===== src/rtl/muxn_reg_hs_if.sv =====
// Bundles the muxn_reg_hs channel bus: N input channels, select, registered output, error flag.
// master = producer/consumer side (drives channels, sel, out_ready); slave = the selector itself.
// err_count is present only when MUXN_ERRCNT_EN is defined.
interface muxn_reg_hs_if #(
  parameter int WIDTH = 16,
  parameter int N     = 5
);
  localparam int SELW = $clog2(N);

  logic [N*WIDTH-1:0] in_data;
  logic [N-1:0]       in_valid;
  logic [N-1:0]       in_ready;
  logic [SELW-1:0]    sel;
  logic [WIDTH-1:0]   out_data;
  logic               out_valid;
  logic               out_ready;
  logic               sel_err;
`ifdef MUXN_ERRCNT_EN
  logic [15:0]        err_count;

  modport master (
    output in_data, in_valid, sel, out_ready,
    input  in_ready, out_data, out_valid, sel_err, err_count
  );

  modport slave (
    input  in_data, in_valid, sel, out_ready,
    output in_ready, out_data, out_valid, sel_err, err_count
  );
`else
  modport master (
    output in_data, in_valid, sel, out_ready,
    input  in_ready, out_data, out_valid, sel_err
  );

  modport slave (
    input  in_data, in_valid, sel, out_ready,
    output in_ready, out_data, out_valid, sel_err
  );
`endif
endinterface


===== src/rtl/muxn_reg_hs.sv =====
// N-input WIDTH-bit selector with registered output and per-channel valid/ready handshake.
// Latency 1 cycle, 1 word/cycle throughput (accept and drain may share a cycle).
// Backpressure: out_valid & !out_ready holds the output word and deasserts every in_ready.
// Ports: clk, reset_n (async active-low), bus (muxn_reg_hs_if.slave: in_data/in_valid/in_ready,
//   sel, out_data/out_valid/out_ready, sel_err, err_count when MUXN_ERRCNT_EN is defined).
// MUXN_ERRCNT_EN: adds a saturating 16-bit count of sel_err pulses.
module muxn_reg_hs #(
  parameter int WIDTH = 16,
  parameter int N     = 5
) (
  input  logic          clk,
  input  logic          reset_n,
  muxn_reg_hs_if.slave  bus
);
  localparam int SELW = $clog2(N);

  logic             slot_free;
  logic             sel_ok;
  logic             sel_valid;
  logic [WIDTH-1:0] sel_data;
  logic [N-1:0]     rdy;
  logic             accept;
  logic             set_err;

  // Output register can take a new word when empty or being drained this cycle.
  assign slot_free = ~bus.out_valid | bus.out_ready;

  // With N a power of two every sel encoding names a real channel.
  generate
    if (N == (1 << SELW)) begin : g_sel_full
      assign sel_ok = 1'b1;
    end else begin : g_sel_part
      localparam logic [SELW:0] N_LIM = (SELW+1)'(N);
      assign sel_ok = ({1'b0, bus.sel} < N_LIM);
    end
  endgenerate

  // Decode the selected channel without ever indexing past N-1.
  always_comb begin
    sel_valid = 1'b0;
    sel_data  = '0;
    rdy       = '0;
    for (int i = 0; i < N; i++) begin
      if (bus.sel == SELW'(i)) begin
        sel_valid = bus.in_valid[i];
        sel_data  = bus.in_data[i*WIDTH +: WIDTH];
        rdy[i]    = slot_free & sel_ok;
      end
    end
  end

  assign bus.in_ready = rdy;
  assign accept       = slot_free & sel_ok & sel_valid;
  assign set_err      = slot_free & ~sel_ok;

  always_ff @(posedge clk or negedge reset_n) begin
    if (!reset_n) begin
      bus.out_data  <= '0;
      bus.out_valid <= 1'b0;
      bus.sel_err   <= 1'b0;
    end else begin
      bus.sel_err <= set_err;
      if (slot_free) begin
        bus.out_valid <= accept;
        // Data keeps its last value on a bubble; only valid drops.
        if (accept) begin
          bus.out_data <= sel_data;
        end
      end
    end
  end

`ifdef MUXN_ERRCNT_EN
  // Counts in the same cycle sel_err is registered, so both rise together.
  always_ff @(posedge clk or negedge reset_n) begin
    if (!reset_n) begin
      bus.err_count <= '0;
    end else if (set_err && (bus.err_count != 16'hFFFF)) begin
      bus.err_count <= bus.err_count + 16'd1;
    end
  end
`endif

endmodule


===== src/flat_wrapper.sv =====
// flat-port wrapper written by rule: the top's interface ports become plain ports
module muxn_reg_hs_flat 
#(
  parameter int WIDTH = 16,
  parameter int N     = 5
)
  (clk, reset_n, bus_in_data, bus_in_valid, bus_sel, bus_out_ready, bus_in_ready, bus_out_data, bus_out_valid, bus_sel_err);
  muxn_reg_hs_if #(.WIDTH(WIDTH), .N(N)) bus_i ();
  input  logic clk;
  input  logic reset_n;
  input wire logic [$bits(bus_i.in_data)-1:0] bus_in_data;
  input wire logic [$bits(bus_i.in_valid)-1:0] bus_in_valid;
  input wire logic [$bits(bus_i.sel)-1:0] bus_sel;
  input wire logic [$bits(bus_i.out_ready)-1:0] bus_out_ready;
  output wire logic [$bits(bus_i.in_ready)-1:0] bus_in_ready;
  output wire logic [$bits(bus_i.out_data)-1:0] bus_out_data;
  output wire logic [$bits(bus_i.out_valid)-1:0] bus_out_valid;
  output wire logic [$bits(bus_i.sel_err)-1:0] bus_sel_err;
  assign bus_i.in_data = bus_in_data;
  assign bus_i.in_valid = bus_in_valid;
  assign bus_i.sel = bus_sel;
  assign bus_i.out_ready = bus_out_ready;
  assign bus_in_ready = bus_i.in_ready;
  assign bus_out_data = bus_i.out_data;
  assign bus_out_valid = bus_i.out_valid;
  assign bus_sel_err = bus_i.sel_err;
  muxn_reg_hs #(.WIDTH(WIDTH), .N(N)) u_core (.clk(clk), .reset_n(reset_n), .bus(bus_i));
endmodule

===== config.mk =====
export PLATFORM = sky130hd
export DESIGN_NAME = muxn_reg_hs_flat
export DESIGN_NICKNAME = d
export VERILOG_FILES = /design/src/rtl/muxn_reg_hs_if.sv /design/src/rtl/muxn_reg_hs.sv /design/src/flat_wrapper.sv
export SDC_FILE = /design/constraint.sdc
export NUM_CORES = 1
export LEC_CHECK = 0
export ABC_AREA = 1
export BUFFER_PORTS_ARGS = -buffer_cell sky130_fd_sc_hd__clkbuf_2
export CAP_MARGIN = 20
export CORE_MARGIN = 5
export CORE_UTILIZATION = 40
export CTS_BUF_LIST = sky130_fd_sc_hd__clkbuf_4 sky130_fd_sc_hd__clkbuf_8 sky130_fd_sc_hd__clkbuf_16
export DETAILED_ROUTE_END_ITERATION = 10
export PLACE_DENSITY = 0.78
export SYNTH_ARGS = -nofsm -noshare
export SYNTH_HDL_FRONTEND = slang
export SYNTH_SLANG_ARGS = --single-unit
export TNS_END_PERCENT = 5

===== constraint.sdc =====
create_clock -name clk -period 1.8 [get_ports clk]
set_clock_uncertainty 0.05 [all_clocks]
set_input_delay 0.09 -clock clk [delete_from_list [all_inputs] [get_ports clk]]
set_output_delay 0.09 -clock clk [all_outputs]
set_load 0.03 [all_outputs]

Yosys cells after proc, flatten, opt, wreduce, memory -nomap -nowiden
Index checks and enable logic that the tools add are counted.
{"block": "word_totals", "regBits": 18, "in_bits": 91, "output_inout_bits": 23, "wordCells": 31}
{"block": "classes", "magnitude_cmp": 1, "n_eq_ne": 4, "mux": 15, "bitwise": 6, "reduce_logical": 2}
{"op": "2-to-1 mux 16 bit", "n": 5}
{"op": "2-to-1 mux 1 bit", "n": 10}
{"op": "equality test 3 x 2 -> 1 bit (second input constant)", "n": 2}
{"op": "AND 1 bit", "n": 3}
{"op": "equality test 3 x 1 -> 1 bit (second input constant)", "n": 1}
{"op": "equality test 3 bit (second input constant)", "n": 1}
{"op": "zero test 3 bit", "n": 1}
{"op": "less-than comparator 3 bit (second input constant)", "n": 1}
{"op": "NOT 1 bit", "n": 2}
{"op": "AND reduction 2 bit", "n": 1}
{"op": "OR 1 bit", "n": 1}

Logic depth before layout (Yosys ltp)
Gate-level depths: netlist of run 1.
{"block": "depth", "word_depth": 8, "mapped_depth": 9, "mapped_depth_nobuf": 8}

Worst setup path after synthesis of run 1
No wires, ideal clock.
{"block": "synth_path", "path_kind": "register to output", "start": "reg u_core.bus.out_valid", "end": "out bus_in_ready[0]", "arrival_time_ns": 1.551, "required_time_ns": 1.660, "setup_slack_ns": 0.109, "stages_incl_launch_ff": 4, "n_path_buf": 0, "path_cell_list": "dfrtp_1 > inv_1 > nor2_1 > nor4_1"}
{"block": "synth_via", "elab_chain_cells": 4}
{"element": "start, declared", "line": "muxn_reg_hs_if.sv:38", "text": "output in_ready, out_data, out_valid, sel_err"}
{"element": "start signal, assigned", "line": "muxn_reg_hs.sv:64", "text": "bus.out_valid <= accept;"}
{"element": "NOT 1 bit", "line": "muxn_reg_hs.sv:26", "text": "assign slot_free = ~bus.out_valid | bus.out_ready;"}
{"element": "OR 1 bit", "line": "muxn_reg_hs.sv:26"}
{"element": "AND 1 bit", "line": "muxn_reg_hs.sv:47", "text": "rdy[i] = slot_free & sel_ok;"}
{"element": "2-to-1 mux 1 bit", "line": "muxn_reg_hs.sv:44", "text": "if (bus.sel == SELW'(i)) begin"}
{"element": "end, declared", "line": "flat_wrapper.sv:15", "text": "output wire logic [$bits(bus_i.in_ready)-1:0] bus_in_ready;"}
No other way between the ends.

Worst setup path in the final report of run 1
{"block": "layout_path", "start": "in bus_sel[2]", "end": "out bus_in_ready[1]"}
{"block": "layout_via", "elab_chain_cells": 3, "elab_cells_between_ends": 4, "cone_classes": "order compare: 1; eq/ne: 1; mux: 1; bitwise: 1"}
{"element": "start, declared", "line": "flat_wrapper.sv:13", "text": "input wire logic [$bits(bus_i.sel)-1:0] bus_sel;"}
{"element": "less-than comparator 3 bit", "line": "muxn_reg_hs.sv:34", "text": "assign sel_ok = ({1'b0, bus.sel} < N_LIM);"}
{"element": "AND 1 bit", "line": "muxn_reg_hs.sv:47"}
{"element": "2-to-1 mux 1 bit (*)", "line": "muxn_reg_hs.sv:44"}
Mark *: on every way between the ends. The rest lies on a longest branch, timed or not.

==> out/metrics.csv, run 1 <==
stage;metric;value;unit
status;status;complete, no violations;
final_layout;Nets;456;
flow_run;maxcap violations;0;
route;drt wl/cell;12.9;um
global_routing;largest net degree at the start of global routing;19;
synth;Distinct cells, synth;22;
worst_setup_path;kind of critical path;input port to output pin;
worst_setup_path;arrival time at the worst endpoint;1.30;ns
timing;Setup TNS Final;0;ns
route;DR vias;1957;
final_layout;most common cell after layout, fill and taps aside;clkbuf_2;
worst_setup_path;Critical Path End Type;output pin;
timing;fin crit share;0.798;
route;number of nets with antenna violations after routing;0;
final_layout;synth-to-layout area growth;42.7;%
synth;adder-cell share of the synthesized area;0;
synth;Compound-Gate Fraction of Synth Area;0.0779;
timing;# setup viols final;0;
die;initial core utilization;0.413;
final_layout;fill count;396;
synth;Gate Count Post-Synth;252;
placement;PortBufs;113;
power;P per Cell Area;734;nW/um^2
placement;gp weighted congestion;0.942;
timing;Max Freq;696;MHz
synth;syn_area_per_cell;5.99;um^2
die;die area;5100;um^2
global_routing;vias in the first global route;1913;
die;die height;71.4;um
power;Leak;0.00136;uW
timing;RSZ-0062 raised after global routing;no;
timing;worst hold slack;0.0851;ns
hold_path;HP Class;input port to flip-flop;
timing;Least-Margin Pin Slew;0.516;ns
clocking;H-Tree Depth;1;
clocking;number of buffers created by CTS;3;
synth;YS warnings;0;
power;peak supply drop;0.385;mV
synth;Syn Nets;343;
global_routing;GRT Resource Usage Total;0.210;
global_routing;gr ovfl total;0;
global_routing;initial antenna violation count;0;
die;Site Rows;22;
synth;Post-Synth XOR/XNOR Area;0;
clocking;CTS Sinks;18;
worst_setup_path;Reg2Reg Setup Slack;0.46;ns
clocking;TritonCTS clock tree;yes;
clocking;clk slew on worst S/H paths;0.07;ns
die;core area;3660;um^2
placement;Final HPWL DP;4340;um
timing;Worst slew margin;0.655;
route;vias per cell;4.75;
final_layout;Sequential cell area;450;um^2
route;Iter 0 DRT Violations;118;
synth;Syn Std Cell Area;1510;um^2
worst_setup_path;Worst Setup Start Kind;input port;
final_layout;share of layout cells above drive strength 1;0.365;
synth;#FFs+latches synth;18;
synth;Synth Area in Simple Gates;0.476;
final_layout;ANT cells;0;
die;Die W;71.4;um
clocking;Root Buffer;clkbuf_8;
route;drt total wl;5310;um
synth;largest family of logic cells by synthesized area;simple AND/OR/NAND/NOR gates;
die;IO Pins;114;
final_layout;multi-input logic area;837;um^2
timing;max-slew violations;0;
global_routing;global-route wire length before repair;8560;um
clocking;Max Root-Sink Buffers;2;
route;drt pass-1 iters;4;
final_layout;commonest non-fill, non-tap cells in the layout;clkbuf_2 (113), nand2_1 (83), inv_1 (37);
timing;Final Hold Fails;0;
synth;mux cell area share after synthesis;0;
worst_setup_path;WP data required;1.66;ns
route;DRC;0;
timing;min cycle time layout;1.44;ns
worst_setup_path;crit-path max FO;17;
clocking;Clk Latency, worst-skew pair;0.26;ns
synth;post-synthesis sequential area ratio;0.298;
## routing by layer
metal	vias up	share of wire	GRT usage
met1	824	0.41	0.256
met2	123	0.45	0.358
li1	999	-	-
met3	11	0.13	0.0561
met4	0	0.019	0.0647
met5	-	0	0
## path summary, 6_finish.rpt
check / start / end / depth (start not counted)
setup reg to reg: u_core.bus.out_valid / u_core.bus.out_data[15] / 7
max in group asynchronous: reset_n / u_core.bus.out_data[4] / 2
hold / removal: bus_in_data[50] / u_core.bus.out_data[2] / 5
setup / recovery: bus_sel[2] / bus_in_ready[1] / 5
hold reg to reg: u_core.bus.out_data[14] / u_core.bus.out_data[14] / 2
min in group asynchronous: reset_n / u_core.bus.out_data[13] / 2
## cell type report
class / count / area share
multi-input cells: 185 / 0.389
repair buffers: 118 / 0.281
flip-flops and latches: 18 / 0.209
inverters: 39 / 0.0679
well taps: 48 / 0.0279
clock buffers: 4 / 0.0256
## flip-flops by register name (all words and copies together), names as in the netlist
signal                count
u_core.bus.out_data      16
u_core.bus.out_valid      1
u_core.bus.sel_err        1
## cell usage after synthesis
| library cell | count | area [um^2] |
|---|---|---|
| inv_1 | 37 | 139 |
| inv_2 | 2 | 7.51 |
| nand2_2 | 2 | 12.5 |
| o21ai_4 | 1 | 16.3 |
| o21ai_0 | 16 | 80.1 |
| nor2_1 | 36 | 135 |
| nor3_1 | 2 | 10.0 |
| nor4_1 | 1 | 6.26 |
| buf_4 | 1 | 7.51 |
| o211ai_4 | 1 | 21.3 |
| nand2_1 | 83 | 312 |
| nor2_2 | 2 | 12.5 |
| buf_6 | 4 | 45.0 |
| buf_2 | 3 | 15.0 |
| dfrtp_1 | 18 | 450 |
| clkbuf_2 | 1 | 5.00 |
| nor2_4 | 2 | 22.5 |
| clkbuf_1 | 1 | 3.75 |
| or2_1 | 1 | 6.26 |
| nand3_2 | 2 | 20.0 |
| nand4_1 | 2 | 12.5 |
| nand3_1 | 34 | 170 |
## where the power goes
part           switching (uW)  internal [uW]  total, uW
Sequential               60.7            500        561
Clock                     144            195        339
Combinational             452            229        681
## critical path, cell delays in order
cell and delay [ns]:
clkbuf_2 0.14, inv_2 0.22, nand3_1 0.42, nor2_1 0.20, clkbuf_2 0.23
## metrics by stage
stage           util  instances  power, uW  cell area [um^2]  setup slack [ns]
4_1_cts        0.589        412       1600              2150             0.355
3_3_place_gp   0.571        407       1240              2090             0.269
3_5_place_dp   0.571        407       1250              2090             0.189
2_1_floorplan      -        252        979              1510             0.109
6_report       0.589        412       1580              2150             0.364
5_1_grt        0.589        412       1680              2150             0.199
## kinds of logic (layout without fill, tap and decap cells)
| logic type | Yosys count | after routing |
|---|---|---|
| and+or+nand+nor | 167 | 167 |
| AOI/OAI and AO/OA | 18 | 18 |
| DFF | 18 | 18 |
| buffers and inverters | 49 | 161 |
## what timing repair did
action,in CTS,in global routing
hold endpoints to repair,18,0
buffers inserted,0,0
hold buffers,1,0
gates resized for setup,0,0
(Power assumes the default switching activity.)
==> inputs of run 2 (changes only) <==
--- a/config.mk
+++ b/config.mk
@@ -5,14 +5,14 @@
 export SDC_FILE = /design/constraint.sdc
 export NUM_CORES = 1
 export LEC_CHECK = 0
-export ABC_AREA = 1
+export ABC_AREA = 0
 export BUFFER_PORTS_ARGS = -buffer_cell sky130_fd_sc_hd__clkbuf_2
 export CAP_MARGIN = 20
 export CORE_MARGIN = 5
-export CORE_UTILIZATION = 40
+export CORE_UTILIZATION = 38
 export CTS_BUF_LIST = sky130_fd_sc_hd__clkbuf_4 sky130_fd_sc_hd__clkbuf_8 sky130_fd_sc_hd__clkbuf_16
 export DETAILED_ROUTE_END_ITERATION = 10
-export PLACE_DENSITY = 0.78
+export PLACE_DENSITY = 0.76
 export SYNTH_ARGS = -nofsm -noshare
 export SYNTH_HDL_FRONTEND = slang
 export SYNTH_SLANG_ARGS = --single-unit
==> constraint.sdc (replaced) <==
create_clock -name clk -period 1.2 [get_ports clk]
set_clock_uncertainty 0.05 [all_clocks]
set_input_delay 0.06 -clock clk [delete_from_list [all_inputs] [get_ports clk]]
set_output_delay 0.06 -clock clk [all_outputs]
set_load 0.03 [all_outputs]
==> out/metrics.csv, run 2 <==
stage;metric;value;unit
final_layout;Top Registers;u_core.bus.out_data: 16 flops, u_core.bus.out_valid: 1 flops, u_core.bus.sel_err: 1 flops;
timing;fin crit share;1.23;
placement;dpl cells;297;
final_layout;max reg flops;16;
worst_setup_path;crit-path max FO;3;
timing;min cycle time layout;1.48;ns
timing;max-slew violations;0;
route;drt pass-1 iters;4;
final_layout;commonest non-fill, non-tap cells in the layout;clkbuf_2 (108), dfrtp_1 (17), mux4_2 (16), o21a_1 (16), buf_4 (15);
power;total power;2520;uW
worst_setup_path;arrival time at the worst endpoint;1.37;ns
clocking;clk slew on worst S/H paths;0.07;ns
die;core area;4090;um^2
synth;Distinct cells, synth;26;
worst_setup_path;RR Endpoint;u_core.bus.out_data[7];
worst_setup_path;Critical Path End Type;output pin;
timing;# setup viols final;22;
synth;#FFs+latches synth;18;
synth;ranking of synthesized cells by area;dfrtp_1 (28%), mux4_2 (22%), nor2b_4 (8.4%), o211ai_2 (7.7%), o21a_1 (7.4%);
placement;PortBufs;113;
final_layout;most common cell after layout, fill and taps aside;clkbuf_2;
die;die height;75.5;um
route;drt total wl;5100;um
clocking;Max Root-Sink Buffers;2;
worst_setup_path;Top delay family on crit path;flip-flops;
global_routing;initial antenna violation count;0;
final_layout;share of layout cells above drive strength 1;0.736;
placement;gp weighted congestion;0.871;
worst_setup_path;Reg2Reg Setup Slack;-0.20;ns
route;drt wl/cell;16.8;um
worst_setup_path;Reg2Reg Depth;6;
route;DRC;0;
synth;number of synthesized flops with an enable pin;0;
final_layout;synth-to-layout area growth;55.2;%
synth;Yosys top cell area share;0.276;
worst_setup_path;worst setup path startpoint;u_core.bus.out_valid;
synth;most frequent cell after synthesis;dfrtp_1;
route;Iter 0 DRT Violations;54;
global_routing;GRT Resource Usage Total;0.183;
final_layout;ANT cells;0;
clocking;CTS Sinks;18;
final_layout;final cell count without fillers;304;
worst_setup_path;max incr delay on CP;0.40;ns
synth;YS warnings;0;
worst_setup_path;crit path capture;bus_in_ready[3];
synth;Synth async-reset ratio;1.00;
flow_run;maxcap violations;0;
power;P per Cell Area;998;nW/um^2
final_layout;Nets;346;
global_routing;global-route wire length before repair;8030;um
synth;most common library cells after synthesis;dfrtp_1 (18), mux4_2 (16), o21a_1 (16);
synth;Syn Std Cell Area;1630;um^2
worst_setup_path;CP cell instances;nor2b_4 > buf_6 > nor4bb_4 > clkbuf_8;
timing;Least-Margin Pin Slew;0.442;ns
power;Leak;0.00119;uW
route;vias per cell;5.23;
global_routing;vias in the first global route;1762;
placement;Final HPWL DP;4360;um
placement;setup slack at placement;-0.374;ns
synth;Main synth FF type;dfrtp_1;
clocking;number of buffers created by CTS;3;
synth;Syn Nets;221;
route;number of nets with antenna violations after routing;0;
synth;post-synthesis sequential area ratio;0.276;
die;initial core utilization;0.399;
global_routing;gr ovfl total;0;
worst_setup_path;Crit path depth;4;
worst_setup_path;Worst Setup Start Kind;flip-flop;
status;violated checks;negative setup slack;
die;IO Pins;114;
die;Site Rows;23;
synth;syn_area_per_cell;12.5;um^2
clocking;TritonCTS clock tree;yes;
die;die area;5700;um^2
route;DR vias;1591;
clocking;Root Buffer;clkbuf_8;
worst_setup_path;kind of critical path;flip-flop to output pin;
worst_setup_path;WP data required;1.09;ns
synth;cell taking the most area after synthesis;dfrtp_1;
power;peak supply drop;0.409;mV
global_routing;largest net degree at the start of global routing;19;
timing;Max Freq;675;MHz
clocking;H-Tree Depth;1;
clocking;Clk Latency, worst-skew pair;0.25;ns
timing;Worst slew margin;0.705;
timing;RSZ-0062 raised after global routing;yes;
timing;Final Hold Fails;0;
worst_setup_path;slowest CP cell;dfrtp_2;
hold_path;HP Class;input port to flip-flop;
timing;worst setup margin;-0.281;ns
worst_setup_path;CP Buf/Inv Count;2;
final_layout;register with the most flip-flops;u_core.bus.out_data;
status;status;finished, violations left;
worst_setup_path;r2r startpoint;u_core.bus.out_valid;
synth;Gate Count Post-Synth;130;
die;Die W;75.5;um
run 2: worst min-delay path: stages:
cell,delay [ns]
clkbuf_2,0.07
nand2_1,0.05
o211ai_2,0.06
o21a_1,0.10
run 2: layer usage:
layer | routed length [um] | track usage | vias up
li1 | - | - | 749
met1 | 2090 | 0.246 | 745
met4 | 112 | 0.0641 | 0
met2 | 2490 | 0.297 | 87
met3 | 397 | 0.0343 | 10
met5 | 0 | 0 | -
run 2: how the worst min path moves through the flow:
stage                     from                      end  slack, ns  cells past startpoint
2_1_floorplan          reset_n   u_core.bus.out_data[0]      -0.29                      0
3_3_place_gp           reset_n  u_core.bus.out_data[14]      -0.03                      1
3_5_place_dp           reset_n  u_core.bus.out_data[14]      -0.03                      1
4_1_cts        bus_in_data[69]   u_core.bus.out_data[5]        0.1                      4
5_1_grt        bus_in_data[70]   u_core.bus.out_data[6]       0.11                      4
6_report       bus_in_data[69]   u_core.bus.out_data[5]       0.09                      4
run 2: logic make-up after synthesis:
group                  after synthesis  share of synthesized area
muxes                               20                      0.258
AOI/OAI and AO/OA                   38                      0.214
buffers and inverters               14                     0.0607
and+or+nand+nor                     40                      0.190
DFF                                 18                      0.276
run 2: cell type report:
class / count / area (um^2)
fill: 330 / 1560
timing repair buffer: 134 / 805
multi-input combinational: 98 / 1160
sequential: 18 / 452
clock buffer: 4 / 48.8
tap: 50 / 62.6
run 2: report_power, final:
| part | switching [uW] | internal (uW) | total [uW] | leakage (uW) |
|---|---|---|---|---|
| logic | 680 | 593 | 1270 | 0.000956 |
| clock network | 184 | 258 | 441 | 0.0000262 |
| registers | 74.3 | 736 | 811 | 0.000210 |
run 2: metrics by stage:
step                hold slack [ns]  TNS (ns)  utilization  area (um^2)
global route                  0.106     -5.17        0.619         2530
detailed placement          -0.0269     -5.78        0.578         2360
floorplan                    -0.286     -5.29            -         1690
global placement            -0.0300     -5.24        0.578         2360
finish                       0.0942     -3.99        0.619         2530
CTS                          0.0972     -4.02        0.612         2500
run 2: what timing repair did:
action,4_1_cts,5_1_grt
endpoints found under the setup margin,22,22
endpoints found under the hold margin,18,0
setup buffers,1,1
hold buffers,1,0
pin swaps,2,2
resized for setup,15,5
